`src/rtl/ttt_ctrl.sv`:
```
// ttt_ctrl: game sequencer for the ttt tic-tac-toe core.
//
// Accepts move requests from two player channels (valid/ready), validates
// range, occupancy and turn order, issues each accepted move to the core as a
// one-cycle enable pulse, then scores the core board for a win or draw.
// A per-turn timeout forfeits the player on turn.
//
// Ports:
//   clk, reset              clock, synchronous active-high reset
//   start                   begin a new game (honoured in IDLE / DONE)
//   p0_*/p1_*               player request channels (valid, x, y, ready)
//   core_reset/core_enable  core control; core_x/core_y move coordinates
//   core_board              flattened core board, cell (x,y) at [2*(3y+x) +: 2]
//   turn, move_count        player on turn, accepted moves this game
//   game_over, result       DONE flag; 0 none, 1 p0, 2 p1, 3 draw
//   forfeit                 result came from a timeout
//   reject, reject_code     refusal pulse; 1 range, 2 occupied, 3 not your turn
//
// state     | meaning
// ----------+----------------------------------------------------------
// S_IDLE    | after reset, waiting for start
// S_CLEAR   | core held in reset for one cycle
// S_WAIT    | waiting for a move from the player on turn, timeout running
// S_ISSUE   | core_enable pulse for the latched move
// S_CHECK   | score the updated board, advance turn or finish
// S_DONE    | game finished, outputs held until start

module ttt_ctrl #(
    parameter int TIMEOUT_CYCLES = 1000
) (
    input  logic        clk,
    input  logic        reset,
    input  logic        start,
    input  logic        p0_valid,
    input  logic [2:0]  p0_x,
    input  logic [2:0]  p0_y,
    output logic        p0_ready,
    input  logic        p1_valid,
    input  logic [2:0]  p1_x,
    input  logic [2:0]  p1_y,
    output logic        p1_ready,
    output logic        core_reset,
    output logic        core_enable,
    output logic [2:0]  core_x,
    output logic [2:0]  core_y,
    input  logic [17:0] core_board,
    output logic        turn,
    output logic [3:0]  move_count,
    output logic        game_over,
    output logic [1:0]  result,
    output logic        forfeit,
    output logic        reject,
    output logic [1:0]  reject_code
);

    typedef enum logic [2:0] {S_IDLE, S_CLEAR, S_WAIT, S_ISSUE, S_CHECK, S_DONE} state_t;

    // A zero timeout still needs a one-bit counter; it simply never advances.
    localparam int TW        = (TIMEOUT_CYCLES > 0) ? $clog2(TIMEOUT_CYCLES + 1) : 1;
    localparam int TLAST_I   = (TIMEOUT_CYCLES > 0) ? TIMEOUT_CYCLES - 1 : 0;
    localparam logic [TW-1:0] TMO_MAX  = TW'(TIMEOUT_CYCLES);
    localparam logic [TW-1:0] TMO_LAST = TW'(TLAST_I);

    state_t         state_q;
    logic           turn_q;
    logic [3:0]     move_count_q;
    logic [1:0]     result_q;
    logic           forfeit_q;
    logic           reject_q;
    logic [1:0]     reject_code_q;
    logic [2:0]     core_x_q;
    logic [2:0]     core_y_q;
    logic [TW-1:0]  tmo_q;

    logic           in_wait;
    logic           on_valid;
    logic           off_valid;
    logic [2:0]     on_x;
    logic [2:0]     on_y;
    logic           on_take;
    logic           off_take;
    logic           in_range;
    logic [3:0]     cell_idx;
    logic [1:0]     cell_sel;
    logic [1:0]     c [9];
    logic [1:0]     pv;
    logic           win;
    logic           accept;
    logic           tmo_hit;
    logic [3:0]     move_count_d;

    assign in_wait   = (state_q == S_WAIT);
    assign on_valid  = turn_q ? p1_valid : p0_valid;
    assign off_valid = turn_q ? p0_valid : p1_valid;
    assign on_x      = turn_q ? p1_x : p0_x;
    assign on_y      = turn_q ? p1_y : p0_y;

    // The on-turn player always wins arbitration; the other side stalls.
    assign p0_ready  = in_wait && (!turn_q || !p1_valid);
    assign p1_ready  = in_wait && ( turn_q || !p0_valid);
    assign on_take   = in_wait && on_valid;
    assign off_take  = in_wait && off_valid && !on_valid;

    assign in_range  = (on_x <= 3'd2) && (on_y <= 3'd2);
    assign cell_idx  = 4'(on_y) * 4'd3 + 4'(on_x);

    always_comb begin
        for (int i = 0; i < 9; i++) begin
            c[i] = core_board[2*i +: 2];
        end
    end

    always_comb begin
        cell_sel = 2'd2;
        for (int i = 0; i < 9; i++) begin
            if (in_range && cell_idx == 4'(i)) begin
                cell_sel = c[i];
            end
        end
    end

    assign accept = on_take && in_range && (cell_sel == 2'd2);

    assign pv  = {1'b0, turn_q};
    assign win = (c[0] == pv && c[1] == pv && c[2] == pv) ||
                 (c[3] == pv && c[4] == pv && c[5] == pv) ||
                 (c[6] == pv && c[7] == pv && c[8] == pv) ||
                 (c[0] == pv && c[3] == pv && c[6] == pv) ||
                 (c[1] == pv && c[4] == pv && c[7] == pv) ||
                 (c[2] == pv && c[5] == pv && c[8] == pv) ||
                 (c[0] == pv && c[4] == pv && c[8] == pv) ||
                 (c[2] == pv && c[4] == pv && c[6] == pv);

    // Fires on the last allowed WAIT cycle, so DONE follows TIMEOUT_CYCLES
    // WAIT cycles after entry.
    assign tmo_hit      = (TIMEOUT_CYCLES != 0) && (tmo_q == TMO_LAST);
    assign move_count_d = move_count_q + 4'd1;

    always_ff @(posedge clk) begin
        if (reset) begin
            state_q       <= S_IDLE;
            turn_q        <= 1'b0;
            move_count_q  <= 4'd0;
            result_q      <= 2'd0;
            forfeit_q     <= 1'b0;
            reject_q      <= 1'b0;
            reject_code_q <= 2'd0;
            core_x_q      <= 3'd0;
            core_y_q      <= 3'd0;
            tmo_q         <= '0;
        end else begin
            reject_q <= 1'b0;
            case (state_q)
                S_IDLE, S_DONE: begin
                    if (start) begin
                        state_q       <= S_CLEAR;
                        turn_q        <= 1'b0;
                        move_count_q  <= 4'd0;
                        result_q      <= 2'd0;
                        forfeit_q     <= 1'b0;
                        reject_code_q <= 2'd0;
                    end
                end
                S_CLEAR: begin
                    state_q <= S_WAIT;
                    tmo_q   <= '0;
                end
                S_WAIT: begin
                    if (tmo_q != TMO_MAX) begin
                        tmo_q <= tmo_q + 1'b1;
                    end
                    if (off_take || (on_take && !accept)) begin
                        reject_q      <= 1'b1;
                        reject_code_q <= off_take ? 2'd3 : (!in_range ? 2'd1 : 2'd2);
                    end
                    if (accept) begin
                        core_x_q <= on_x;
                        core_y_q <= on_y;
                        state_q  <= S_ISSUE;
                    end else if (tmo_hit) begin
                        state_q   <= S_DONE;
                        result_q  <= turn_q ? 2'd1 : 2'd2;
                        forfeit_q <= 1'b1;
                    end
                end
                S_ISSUE: begin
                    state_q <= S_CHECK;
                end
                S_CHECK: begin
                    move_count_q <= move_count_d;
                    if (win) begin
                        state_q  <= S_DONE;
                        result_q <= {turn_q, ~turn_q};
                    end else if (move_count_d == 4'd9) begin
                        state_q  <= S_DONE;
                        result_q <= 2'd3;
                    end else begin
                        state_q <= S_WAIT;
                        turn_q  <= ~turn_q;
                        tmo_q   <= '0;
                    end
                end
                default: state_q <= S_IDLE;
            endcase
        end
    end

    assign core_reset  = reset | (state_q == S_CLEAR);
    assign core_enable = (state_q == S_ISSUE);
    assign core_x      = core_x_q;
    assign core_y      = core_y_q;
    assign turn        = turn_q;
    assign move_count  = move_count_q;
    assign game_over   = (state_q == S_DONE);
    assign result      = result_q;
    assign forfeit     = forfeit_q;
    assign reject      = reject_q;
    assign reject_code = reject_code_q;

endmodule
```
`config.mk`:
```
export PLATFORM = sky130hd
export DESIGN_NAME = ttt_ctrl
export DESIGN_NICKNAME = d
export VERILOG_FILES = /design/src/rtl/ttt_ctrl.sv
export SDC_FILE = /design/constraint.sdc
export NUM_CORES = 1
export LEC_CHECK = 0
export ABC_CLOCK_PERIOD_IN_PS = 4700
export CORE_MARGIN = 1
export CORE_UTILIZATION = 49
export CTS_CLUSTER_DIAMETER = 30
export DETAILED_ROUTE_END_ITERATION = 12
export GPL_ROUTABILITY_DRIVEN = 1
export PLACE_DENSITY = 0.8
export SYNTH_ARGS = -nofsm -noshare
export SYNTH_HDL_FRONTEND = slang
export SYNTH_SLANG_ARGS = --single-unit
```
`constraint.sdc`:
```
create_clock -name clk -period 4.7 [get_ports clk]
set_clock_uncertainty 0.15 [all_clocks]
set_input_delay 0.705 -clock clk [delete_from_list [all_inputs] [get_ports clk]]
set_output_delay 0.705 -clock clk [all_outputs]
set_load 0.1 [all_outputs]
```
## Yosys cells after proc, flatten, opt, wreduce, memory -nomap -nowiden

Index checks and enable logic that the tools add are counted.

- $add $sub $neg: 3
- Multiply operators: 1
- Order comparisons: 2
- Eq/ne operators: 35
- Mux-type cells: 44
- Bitwise gates (word level): 3
- Reductions and logical operators: 65

Operators by type and width:

| kind | count |
|---|---|
| 2-to-1 mux 2 bit | 18 |
| logical AND 1 bit | 34 |
| 2-to-1 mux 10 bit | 3 |
| case mux 10 bit (3 select lines) | 1 |
| 2-to-1 mux 3 bit | 7 |
| equality test 2 x 1 -> 1 bit | 9 |
| equality test 4 x 3 -> 1 bit, second input constant | 4 |
| case mux 3 bit (5 select lines) | 1 |
| AND reduction 4 bit | 3 |
| adder 10 x 1 -> 10 bit, second input constant | 1 |
| equality test 10 bit, second input constant | 1 |
| logical OR 1 bit | 10 |
| inequality test 10 bit, second input constant | 1 |
| equality test 4 x 2 -> 1 bit, second input constant | 2 |
| equality test 4 bit, second input constant | 2 |
| 2-to-1 mux 1 bit | 8 |
| inequality test 2 bit, second input constant | 4 |
| case mux 4 bit (2 select lines) | 1 |
| equality test 3 x 2 -> 1 bit, second input constant | 2 |
| equality test 3 bit, second input constant | 2 |
| less-or-equal comparator 3 x 2 -> 1 bit, second input constant | 2 |
| inequality test 2 x 1 -> 1 bit, second input constant | 3 |
| case mux 2 bit (3 select lines) | 1 |
| AND reduction 2 bit | 3 |
| 21 further kinds | 30 |

- Bits in registers: 30
- Output and inout port bits: 22

## Logic depth before layout (Yosys ltp)

Gate-level depths: netlist (run 1).

- Word-level depth: 21
- Gate-level depth with buffers: 18
- Depth with buffers taken out: 14

## Least setup slack after synthesis (run 1)

Ideal clock, no wire load.

- Kind: reg-to-reg
- Start: register turn_q (netlist: turn)
- End: register core_x_q[0] (netlist: core_x[0])
- Library setup time: 0.128 ns
- Arrival: 4.661 ns
- Data required time: 4.422 ns
- Path slack: -0.238 ns
- Cell stages (with the launch flop): 17
- Buffers on the path: 5
- Path through: dfxtp_1 > buf_6 > buf_6 > buf_2 > buf_1 > mux2_2 > fa_1 > inv_1 > fa_1 > or3b_2 > nand4_1 > mux2_2 > o211ai_2 > nor2_1 > buf_2 > mux2i_1 > nor2_1

- Elaborated cells on any way between the ends: 40

RTL lines:

| item | line | RTL |
|---|---|---|
| start: declaration | 65 | `logic turn_q;` |
| start signal: assignment | 199 | `turn_q <= ~turn_q;` |
| 2-to-1 mux 3 bit (*) | 95 | `assign on_x = turn_q ? p1_x : p0_x;` |
| named net on_x[2] | 78 | `logic [2:0] on_x;` |
| adder 4 x 3 -> 4 bit / less-or-equal comparator 3 x 2 -> 1 bit (equally long branches) | 105, 104 |  |
| zero test 4 bit / logical AND 1 bit (equally long branches) | 116, 104 |  |
| logical AND 1 bit | 116 | `if (in_range && cell_idx == 4'(i)) begin` |
| 2-to-1 mux 2 bit (9 in series) | 116 |  |
| equality test 2 bit | 122 | `assign accept = on_take && in_range && (cell_sel == 2'd2);` |
| logical AND 1 bit (*) | 122 |  |
| AND reduction 2 bit (no line) (*) | n/a |  |
| end signal: assignment | 177 | `core_x_q <= on_x;` |
| end: declaration | 71 | `logic [2:0] core_x_q;` |

Mark *: on every way through the listed nets, which the timed path passes. The rest lies on a longest branch.
A chain may end at the register's enable or synchronous reset.

## Worst setup path in the final report (run 1)

- Start: input p0_y[1]
- End: register result_q[0] (netlist: result[0])

- Cells in the longest elaborated chain, start to end: 18
- Elaborated cells on any way between the ends: 37

RTL lines:

| item | line | RTL |
|---|---|---|
| start: declaration | 36 | `input logic [2:0] p0_y,` |
| 2-to-1 mux 3 bit (*) | 96 | `assign on_y = turn_q ? p1_y : p0_y;` |
| named net on_y[1] | 79 | `logic [2:0] on_y;` |
| multiplier 3 x 2 -> 4 bit | 105 | `assign cell_idx = 4'(on_y) * 4'd3 + 4'(on_x);` |
| adder 4 x 3 -> 4 bit | 105 |  |
| zero test 4 bit | 116 |  |
| logical AND 1 bit | 116 |  |
| 2-to-1 mux 2 bit (9 in series) | 116 |  |
| equality test 2 bit | 122 |  |
| logical AND 1 bit (*) | 122 |  |
| inequality test 2 bit (no line) (*) | n/a |  |
| AND reduction 5 bit (no line) (*) | n/a |  |
| end signal: assignment | 182 | `result_q <= turn_q ? 2'd1 : 2'd2;` |
| end signal: assignment | 193 | `result_q <= {turn_q, ~turn_q};` |
| end: declaration | 67 | `logic [1:0] result_q;` |

Marked as above.

==> flow_summary.toml, run 1 <==
[yosys]
synthFlopType = "dfxtp_1"
syn-instance-count = 286
synth.area.top_cells = "dfxtp_1 (27%), nor2_1 (6.3%), xnor2_1 (4.8%)"
synthDominantCellAreaShare_pct = 27.2
synth_edf_count = 0
async_reset_ff_share_pct = 0
synth.avg_cell_area_sq_um = 7.73
ys.warnings.count = 0
yosys.area.top_type = "dfxtp_1"
ys_seq_elements = 30
synth_cell_type_count = 52
ys_seq_area_share_pct = 27.2
netlist_area_sq_um = 2210
synth.top_cells.by_count = "nor2_1 (37), dfxtp_1 (30), nand2_1 (23), a21oi_1 (20), inv_1 (18)"
yosysMostFrequentCell = "nor2_1"
synthesis.nets = 332

[worst_setup_path]
critical_path_buf_inv_count = 4
rr_endpoint = "result[0]"
r2r-start = "turn"
crit_family = "adder cells"
critPathKind = "input port to flip-flop"
crit_cells = 15
worst_ep_required_time_ns = 4.73
endpoint_kind = "flip-flop"
start_kind = "input port"
path_max_fanout = 6
startpoint = "p0_y[1]"
reg2reg_depth = 14
endpoint = "result[0]"
cp_slowest_stage_delay_ns = 0.51
regToRegSetupSlack_ns = 0.79
cp.arrival_ns = 4.22
path_cells = "clkdlybuf4s50_1 > mux2_2 > inv_1 > fa_1 > inv_1 > ha_1 > inv_1 > fa_1 > or3b_2 > nand4_1 > mux2_2 > o211ai_2 > o21ai_0 > a21oi_1 > a221oi_1"
crit_path_frequent_cell = "inv_1"
crit_slowest_cell = "fa_1"

[cts]
numCtsBuffers = 5
cts_setup_buffers = 0
path_clk_slew_ns = 0.06
cts_tree = "done"
htreeDepth = 2
clockBufferDepth = 2
cts_resized = 0
clk-insertion-delay-late_ns = 0.28
clockRootBuffer = "clkbuf_8"
holdBufCountCts = 0
cts.sinks = 30

[timing]
setup_ws_ns = 0.505
hold_viol = 0
tightest_slew_ns = 0.988
slew-limit-headroom_pct = 33.9
timing.fmax_ghz = 0.238
slew_viol_final = 0
fin_tns_setup_ns = 0
rsz0062_at_grt = "false"
period_minus_slack_ns = 4.19
period_share_pct = 89.2
setup_viol_count_final = 0

[grt]
grt_max_degree = 32
grt_use_met2_pct = 37.6
grt_usage_pct = 23.8
antenna_found_initial = 0
top_usage_layer = "met2"
met3_usage_pct = 6.43
grt_pass1_vias = 2127
grt_overflow = 0
grt_pass1_wl_microns = 9230
grt_use_met1_pct = 30.6

[detailed_routing]
wl_per_cell_microns = 13.8
drc = 0
postRouteAntennaNets = 0
drt-total-wl_microns = 5410
vias = 2216
vias_per_cell = 5.67
drt_iter0_drc = 133
dr.pass1.iters = 4

[floorplan]
core-area_sq_um = 4350
die_w_microns = 69.2
dieArea_sq_um = 4780
die_h_microns = 69.2
rows = 24
initial_utilization_pct = 50.7
io_pins = 57

[min_path]
min_path_type = "flip-flop to flip-flop"

[job]
maxCapViolCount = 0

[pwr]
power_leakage_nw = 0.974
irDropWorstVdd_uv = 181
power.density_nw_per_um2 = 283

[layout]
drive_above_1_share_pct = 6.49
layout.nets = 386
final_core_util_pct = 65.9
antenna_cells = 0
synthToLayoutAreaGrowth_pct = 30.0

[place]
post-place-ws_ns = 0.188
dp_hpwl_microns = 4270
gp_congestion = 0.862
io_buffers = 56

[outcome]
outcome = "complete, no violations"
-- where the power goes --
group / internal, mW / switching (mW) / leakage (nW)
Sequential: 0.266 / 0.0148 / 0.243
Combinational: 0.118 / 0.210 / 0.688
Clock: 0.113 / 0.0922 / 0.0431
-- cells by family after synthesis --
family	Yosys count	share of synthesized area [%]
DFF	30	27.2
muxes	9	4.98
and+or+nand+nor	132	30.7
buffers and inverters	29	5.78
adders and majority gates	11	7.25
AOI/OAI and AO/OA	60	18.2
xor gates and xnor gates	15	5.95
-- stage by stage --
step / hold slack, ns / instances / area [sq um] / power, mW
floorplan: 0.335 / 286 / 2210 / 0.520
global placement: 0.313 / 385 / 2790 / 0.606
detailed placement: 0.320 / 385 / 2790 / 0.612
CTS: 0.331 / 391 / 2870 / 0.818
global route: 0.338 / 391 / 2870 / 0.857
finish: 0.324 / 391 / 2870 / 0.813
-- sequential cells by signal (all words and copies together) (netlist names) --
name / count
tmo_q: 10
move_count: 4
core_x: 3
core_y: 3
state_q: 3
reject_code: 2
result: 2
forfeit: 1
reject: 1
turn: 1
-- worst min path at each step --
stage                         startpoint             end  slack, ns  cells past startpoint
after global placement    reject_code[0]  reject_code[0]       0.31                      2
after global routing           core_x[2]       core_x[2]       0.34                      1
after floorplan                 tmo_q[8]        tmo_q[8]       0.33                      2
final                          core_x[2]       core_x[2]       0.32                      1
after CTS                      core_x[2]       core_x[2]       0.33                      1
after detailed placement       core_x[2]       core_x[2]       0.32                      1
-- layout make-up --
class | instances | area (sq um)
Timing Repair Buffer | 58 | 573
Tap cell | 52 | 65.1
Multi-Input combinational cell | 227 | 1480
Inverter | 18 | 67.6
Fill cell | 356 | 1480
Clock buffer | 6 | 82.6
Sequential cell | 30 | 602
-- cells in the final DEF, fill, tap and decap left out, drive strengths merged, types with 4 or more instances in the layout --
| cell | Yosys | routed |
|---|---|---|
| nor2b | 7 | 7 |
| a211oi | 5 | 5 |
| nand2b | 7 | 7 |
| and3 | 5 | 5 |
| a31oi | 4 | 4 |
| nand2 | 23 | 23 |
| nand4 | 5 | 5 |
| nor2 | 37 | 37 |
| dfxtp | 30 | 30 |
| nand3b | 5 | 5 |
| inv | 18 | 18 |
| nor4 | 4 | 4 |
| mux2 | 6 | 6 |
| nor3 | 13 | 13 |
| a21oi | 20 | 20 |
| xnor2 | 12 | 12 |
| ha | 8 | 8 |
| nand3 | 11 | 11 |
| clkbuf | 5 | 6 |
| o211ai | 4 | 4 |
| or4 | 4 | 4 |
| clkdlybuf4s50 | 0 | 55 |
| o21ai | 8 | 8 |
-- layer usage --
| metal | vias to the layer above | wire length [microns] |
|---|---|---|
| met5 | - | 0 |
| met4 | 0 | 91 |
| met3 | 9 | 265 |
| met2 | 65 | 2490 |
| met1 | 1015 | 2570 |
| li1 | 1127 | - |
(Power assumes the default switching activity.)
==> inputs of run 2 (changes only) <==
PLACE_DENSITY = 0.77   (was 0.8)
SLEW_MARGIN = 10   (was default)
==> flow_summary.toml, run 2 (synthesis gave the netlist of run 1 again) <==
[timing]
fin_tns_setup_ns = 0
timing.fmax_ghz = 0.238
tightest_slew_ns = 1.00
slew-limit-headroom_pct = 33.1
hold_viol = 0
setup_viol_count_final = 0
period_share_pct = 89.5
slew_viol_final = 0
period_minus_slack_ns = 4.21
whs_ns = 0.324
rsz0062_at_grt = "false"

[layout]
drive_above_1_share_pct = 7.04
largest_register = "tmo_q"
largest_reg_flops = 10
layout.nets = 386
final_core_util_pct = 66.1
final_cell_mix = "clkdlybuf4s50_1 (54), nor2_1 (37), dfxtp_1 (29)"
synthToLayoutAreaGrowth_pct = 30.2
antenna_cells = 0
layout_commonest_cell = "clkdlybuf4s50_1"

[detailed_routing]
drt-total-wl_microns = 5560
postRouteAntennaNets = 0
drt_iter0_drc = 224
vias_per_cell = 5.75
vias = 2261
drc = 0
wl_per_cell_microns = 14.1
dr.pass1.iters = 4

[job]
maxCapViolCount = 0

[worst_setup_path]
startpoint = "p0_y[1]"
crit_slowest_cell = "fa_1"
critPathKind = "input port to flip-flop"
reg2reg_depth = 15
cp.arrival_ns = 4.20
r2r-start = "turn"
worst_ep_required_time_ns = 4.70
cp_slowest_stage_delay_ns = 0.51
path_cells = "clkdlybuf4s50_1 > mux2_2 > inv_1 > fa_1 > inv_1 > ha_1 > inv_1 > fa_1 > or3b_2 > nand4_1 > mux2_2 > o211ai_2 > nor2_1 > buf_4 > mux2i_1 > nor2_1"
regToRegSetupSlack_ns = 0.69
start_kind = "input port"
endpoint_kind = "flip-flop"
crit_path_frequent_cell = "inv_1"
path_max_fanout = 10

[grt]
grt_pass1_vias = 2109
grt_overflow = 0
grt_pass1_wl_microns = 9470
grt_usage_pct = 24.5
antenna_found_initial = 0
grt_max_degree = 28

[floorplan]
dieArea_sq_um = 4780
die_w_microns = 69.2
die_h_microns = 69.2
core-area_sq_um = 4350
io_pins = 57
initial_utilization_pct = 50.7
rows = 24

[cts]
holdBufCountCts = 0
clk-insertion-delay-late_ns = 0.29
clockRootBuffer = "clkbuf_8"
numCtsBuffers = 5
cts_setup_buffers = 0
path_clk_slew_ns = 0.06
cts.sinks = 30
cts_resized = 0
htreeDepth = 2
clockBufferDepth = 2
cts_tree = "done"

[pwr]
switching_power_mw = 0.322
power.density_nw_per_um2 = 286
finalPower_mw = 0.823
irDropWorstVdd_uv = 206
seqPwrFrac_pct = 34.2
power.share.clock_pct = 26.3
internal_power_mw = 0.501
switching_share_pct = 39.1
combinationalPowerShare_pct = 39.5
power_leakage_nw = 0.982

[min_path]
min_from = "reject_code[0]"
min_path_cells = 2
min_path_type = "flip-flop to flip-flop"

[outcome]
outcome = "complete, no violations"

[place]
dp_hpwl_microns = 4410
io_buffers = 56
gp_congestion = 0.890
## run 2: cell count changes in the layout (fill, tap and decap cells not counted), sizes merged
cell	before	now
buf	3	4
clkbuf	6	7
clkdlybuf4s50	55	54
clkinv	0	1
## run 2: worst max-delay path, delay by kind of cell
family | cells | cell delay, ns
muxes | 3 | 0.64
AOI/OAI and AO/OA | 1 | 0.14
and+or+nand+nor | 4 | 0.83
buffers and inverters | 5 | 0.83
adders and majority gates | 3 | 1.06
## run 2: final timing paths
kind,endpoint
min,reject_code[0]
min reg2reg,reject_code[0]
max,core_x[0]
max reg2reg,core_x[0]
## run 2: cell type report
cell class	instances	area, sq um
multi-input cells	227	1480
fillers	392	1480
flip-flops and latches	30	602
repair buffers	58	571
clock buffers	7	86.3
inverters	18	67.6
well taps	52	65.1
clock inverters	1	5.00
## run 2: power groups by stage
stage / registers (mW) / clock network (mW) / logic (mW)
2_1_floorplan: 0.333 / 0 / 0.187
3_3_place_gp: 0.287 / 0 / 0.321
3_5_place_dp: 0.287 / 0 / 0.324
4_1_cts: 0.282 / 0.219 / 0.325
5_1_grt: 0.283 / 0.233 / 0.352
6_report: 0.282 / 0.216 / 0.326
## run 2: stage by stage
step / instances / setup slack [ns] / instance area [sq um]
after floorplan: 286 / 0.0874 / 2210
after global placement: 385 / 0.284 / 2790
after detailed placement: 385 / 0.164 / 2790
after CTS: 393 / 0.485 / 2880
after global routing: 393 / 0.258 / 2880
final: 393 / 0.494 / 2880
## run 2: routing by layer
metal	track usage [%]	vias to the layer above	part of all wire, %
li1	-	1131	-
met1	32.4	1046	48
met3	5.99	11	5.5
met5	0	-	0
met2	37.6	73	45
met4	11.1	0	2.2
==> inputs of run 3 (changes only) <==
SLEW_MARGIN = default   (was 10)
==> results of run 3 <==
No change in the layout: final DEF, timing and power equal those of run 2.
